===== src/rtl/hotp_sample.sv =====
// HOTP dynamic truncation: picks a 31-bit word from a SHA-1 digest, reduces it
// modulo 1,000,000 by restoring division, then converts the remainder to 6 BCD digits.
module hotp_sample (
  input  logic         clk,
  input  logic         reset_n,
  input  logic         init,
  input  logic [159:0] sha1_digest,
  output logic [23:0]  code,
  output logic         ready
);

  typedef enum logic [1:0] {
    ST_IDLE = 2'd0,
    ST_MOD  = 2'd1,
    ST_BCD  = 2'd2
  } state_t;

  localparam logic [20:0] MODULUS = 21'd1000000;

  // Double-dabble correction: any BCD nibble of 5 or more gets 3 added before the shift.
  function automatic logic [23:0] dabble_adjust(input logic [23:0] v);
    logic [23:0] r;
    r = v;
    for (int i = 0; i < 6; i++) begin
      if (v[4*i +: 4] >= 4'd5) begin
        r[4*i +: 4] = v[4*i +: 4] + 4'd3;
      end else begin
        r[4*i +: 4] = v[4*i +: 4];
      end
    end
    return r;
  endfunction

  state_t      state_q, state_d;
  logic [30:0] p_q, p_d;
  logic [19:0] rem_q, rem_d;
  logic [4:0]  cnt_q, cnt_d;
  logic [23:0] bcd_q, bcd_d;
  logic [23:0] code_q, code_d;
  logic        ready_q, ready_d;

  logic [20:0] trial_s;
  logic [7:0]  base_s;
  logic [23:0] adj_s;
  logic        unused_s;

  // The upper nibble of the last byte can never be selected by a 4-bit offset.
  assign unused_s = ^sha1_digest[7:4];

  // Next-state and datapath: capture, one division step, or one dabble step per cycle.
  always_comb begin
    state_d = state_q;
    p_d     = p_q;
    rem_d   = rem_q;
    cnt_d   = cnt_q;
    bcd_d   = bcd_q;
    code_d  = code_q;
    ready_d = ready_q;
    trial_s = {rem_q, p_q[30]};
    // Bit 158 - 8*offset is bit 30 of the selected word, so bit 31 is dropped for free.
    base_s  = 8'd158 - {1'b0, sha1_digest[3:0], 3'b000};
    adj_s   = dabble_adjust(bcd_q);

    case (state_q)
      ST_IDLE: begin
        if (init) begin
          p_d     = sha1_digest[base_s -: 31];
          rem_d   = 20'd0;
          cnt_d   = 5'd0;
          bcd_d   = 24'd0;
          ready_d = 1'b0;
          state_d = ST_MOD;
        end else begin
          state_d = ST_IDLE;
        end
      end
      ST_MOD: begin
        if (trial_s >= MODULUS) begin
          rem_d = trial_s[19:0] - MODULUS[19:0];
        end else begin
          rem_d = trial_s[19:0];
        end
        p_d = {p_q[29:0], 1'b0};
        if (cnt_q == 5'd30) begin
          cnt_d   = 5'd0;
          state_d = ST_BCD;
        end else begin
          cnt_d = cnt_q + 5'd1;
        end
      end
      ST_BCD: begin
        if (cnt_q == 5'd20) begin
          code_d  = bcd_q;
          ready_d = 1'b1;
          cnt_d   = 5'd0;
          state_d = ST_IDLE;
        end else begin
          bcd_d = (adj_s << 1) | {23'd0, rem_q[19]};
          rem_d = {rem_q[18:0], 1'b0};
          cnt_d = cnt_q + 5'd1;
        end
      end
      default: begin
        state_d = ST_IDLE;
      end
    endcase
  end

  // State and datapath registers; reset abandons any computation and clears the code.
  always_ff @(posedge clk or negedge reset_n) begin
    if (!reset_n) begin
      state_q <= ST_IDLE;
      p_q     <= 31'd0;
      rem_q   <= 20'd0;
      cnt_q   <= 5'd0;
      bcd_q   <= 24'd0;
      code_q  <= 24'd0;
      ready_q <= 1'b1;
    end else begin
      state_q <= state_d;
      p_q     <= p_d;
      rem_q   <= rem_d;
      cnt_q   <= cnt_d;
      bcd_q   <= bcd_d;
      code_q  <= code_d;
      ready_q <= ready_d;
    end
  end

  assign code  = code_q;
  assign ready = ready_q;

endmodule


===== config.mk =====
export PLATFORM = sky130hd
export DESIGN_NAME = hotp_sample
export DESIGN_NICKNAME = d
export VERILOG_FILES = /design/src/rtl/hotp_sample.sv
export SDC_FILE = /design/constraint.sdc
export NUM_CORES = 1
export LEC_CHECK = 0
export CAP_MARGIN = 5
export CELL_PAD_IN_SITES_DETAIL_PLACEMENT = 0
export CELL_PAD_IN_SITES_GLOBAL_PLACEMENT = 1
export CORE_ASPECT_RATIO = 1.75
export CORE_MARGIN = 4
export CORE_UTILIZATION = 41
export CTS_CLUSTER_DIAMETER = 40
export CTS_CLUSTER_SIZE = 10
export DETAILED_ROUTE_END_ITERATION = 8
export PLACE_DENSITY = 0.8
export SYNTH_ARGS = -nofsm -noshare
export SYNTH_HDL_FRONTEND = slang
export SYNTH_SLANG_ARGS = --single-unit

===== constraint.sdc =====
create_clock -name clk -period 2.7 [get_ports clk]
set_input_delay 0.675 -clock clk [delete_from_list [all_inputs] [get_ports clk]]
set_output_delay 0.675 -clock clk [all_outputs]
set_load 0.02 [all_outputs]

==> flow_summary.ini <==
[run_status]
status = finished, final reports clean

[logic_synthesis]
yosys_warnings = 0
synth_edf_count = 0
seq_area_frac_synth = 0.267
ys_ff_latch = 107
synth_common_cells = 127 x nand2_1, 106 x dfrtp_1, 91 x o21ai_0, 80 x mux2i_1, 78 x mux2_2
yosysTopAreaCellShare = 0.264
ys.flop_type = dfrtp_1
async_reset_ff_frac = 1.00
ys_top_cells_by_area = dfrtp_1 26%, mux4_2 14%, mux2_2 8.7%, mux2i_1 8.0%, nand2_1 4.7%
netlist_instances = 1079
yosysUniqueCellTypes = 70
syn_area_mm2 = 0.0100
synth_fp_nets = 1264
syn_avg_cell_area_um2 = 9.31
yosys.area.top_type = dfrtp_1
synth_most_common_cell = nand2_1

[floorplan]
die_area_mm2 = 0.0272
rows = 75
start_util = 0.418
core_region_area_mm2 = 0.0240
die_x_um = 126
fp.dieH_um = 215
ioPinCount = 188

[sta]
setup_violations = 0
drv_slew = 0
setup_tns_ps = 0
finalCritPeriodShare = 0.919
finalHoldViolCount = 0
timing.slew.headroom = 0.352
fmax_mhz = 403
fin_crit_ps = 2480
fin_skew_ps = 12.6
rsz0062_at_grt = no
tightest_slew_ps = 968

[critical_path]
start_kind = input pin
worstPathArrival_ps = 2770
endpoint_kind = flop
worstPathRequired_ps = 2990
critical_path_class = in -> reg
r2r_start = rem_q[12]$_DFFE_PN0P_
cp_max_fo = 18
crit_path_start = sha1_digest[3]

[finish]
multiInputGateArea_mm2 = 0.00687
syn_to_final_growth_pct = 28.8
num_antenna_cells = 0
nFillCells = 2280
seq_area_mm2 = 0.00268
drive_gt1_frac = 0.197
post-route-util = 0.539
layout.nets = 1448

[placement]
dp_hpwl_um = 26600
io_buffers = 187
place_congestion = 0.931

[route]
drc = 0
vias_per_cell = 6.14
first_pass_iters = 5
initialDrtViolationCount = 682
drtAntennaViolNets = 0
via_count = 9669
wl_per_cell_um = 21.3
wl_um = 33600

[global_route]
grt_max_degree = 108
grt_pass1_wl_um = 53600
grt_pass1_vias = 10100
grt_usage = 0.243
antenna_found_initial = 0
gr-total-overflow = 0

[cts]
clock_sinks = 107
ctsResizeCount = 0
htreeDepth = 3
cts_hold_buffers = 0
clkLatencyLatePin_ps = 360
cts_tree = built
clk_pin_slew_ps = 80
cts_root_buf = clkbuf_16
clockBufferDepth = 2
cts_made_buffers = 9
cts_setup_buffers = 0

[hold_path]
min_path_type = in -> async

[job]
cap_violations = 0

[pwr]
cellPowerDensity_mw_per_mm2 = 454
power.leakage_uw = 0.00513
ir_drop_mv = 0.334
==> metrics by stage <==
step / instance area (um2) / worst slack (ps) / power, uW / cells / hold WS [ps]
2_1_floorplan: 10100 / 102 / 3470 / 1079 / 379
5_1_grt: 12900 / 88.0 / 6220 / 1575 / 432
3_5_place_dp: 12600 / -157 / 4520 / 1560 / 474
3_3_place_gp: 12600 / -142 / 4510 / 1560 / 462
6_report: 12900 / 219 / 5880 / 1575 / 367
4_1_cts: 12900 / 211 / 5900 / 1575 / 415
==> where the power goes <==
| group | total [uW] | switching (uW) | internal [uW] |
|---|---|---|---|
| Sequential | 2010 | 155 | 1850 |
| Combinational | 2510 | 1370 | 1130 |
| Clock | 1370 | 633 | 734 |
==> critical path, stage by stage <==
cell             delay, ps
clkdlybuf4s50_1        530
inv_1                   90
ha_1                   420
buf_4                  280
mux4_2                 320
a211oi_1               240
a31oi_1                 60
a21oi_1                140
==> layout by cell type, fill, tap and decap left out, types with 27 or more instances in the layout <==
| cell | netlist | routed |
|---|---|---|
| clkdlybuf4s50_1 | 0 | 183 |
| nand2_1 | 127 | 127 |
| dfrtp_1 | 106 | 106 |
| o21ai_0 | 91 | 90 |
| mux2i_1 | 80 | 80 |
| mux2_2 | 78 | 78 |
| buf_4 | 1 | 70 |
| mux4_2 | 61 | 61 |
| a21oi_1 | 57 | 57 |
| nor2_1 | 38 | 36 |
| inv_1 | 27 | 27 |
==> registers in the layout, indices dropped and copies added, names as in the netlist <==
| name | count |
|---|---|
| state_q | 2 |
| rem_q | 20 |
| p_q | 31 |
| bcd_q | 24 |
| cnt_q | 5 |
| code | 24 |
| ready | 1 |
==> cells by family after synthesis <==
group,Yosys count,synth area share
AO/OA/AOI/OAI,315,0.206
adder cells (fa/ha/maj),22,0.0274
buffers and inverters,123,0.0507
multiplexers,219,0.304
AND/OR/NAND/NOR,282,0.136
XOR/XNOR,11,0.00959
flip-flops,107,0.267
==> routing by layer <==
layer	global-route usage	routed length, um
met1	0.264	12100
met2	0.466	18800
met4	0.106	1360
met5	0	0
met3	0.0246	1310
==> final cells by class <==
class | instances | area share
Clock buffer | 10 | 0.0177
Clock inverter | 5 | 0.00541
Inverter | 30 | 0.00880
Multi-Input combinational cell | 849 | 0.531
Sequential cell | 107 | 0.207
Tap cell | 308 | 0.0298
Timing Repair Buffer | 266 | 0.201
==> final timing paths <==
kind	cells past startpoint	end	slack (ps)
setup reg to reg	5	rem_q[12]$_DFFE_PN0P_	250
min in group clk	2	code[13]$_DFFE_PN0P_	490
hold / removal	2	code[8]$_DFFE_PN0P_	370
setup / recovery	8	p_q[18]$_DFFE_PN0P_	220
max in group asynchronous	2	rem_q[11]$_DFFE_PN0P_	1830
hold reg to reg	2	code[13]$_DFFE_PN0P_	490
No activity file was read; power rests on OpenSTA's default activity.
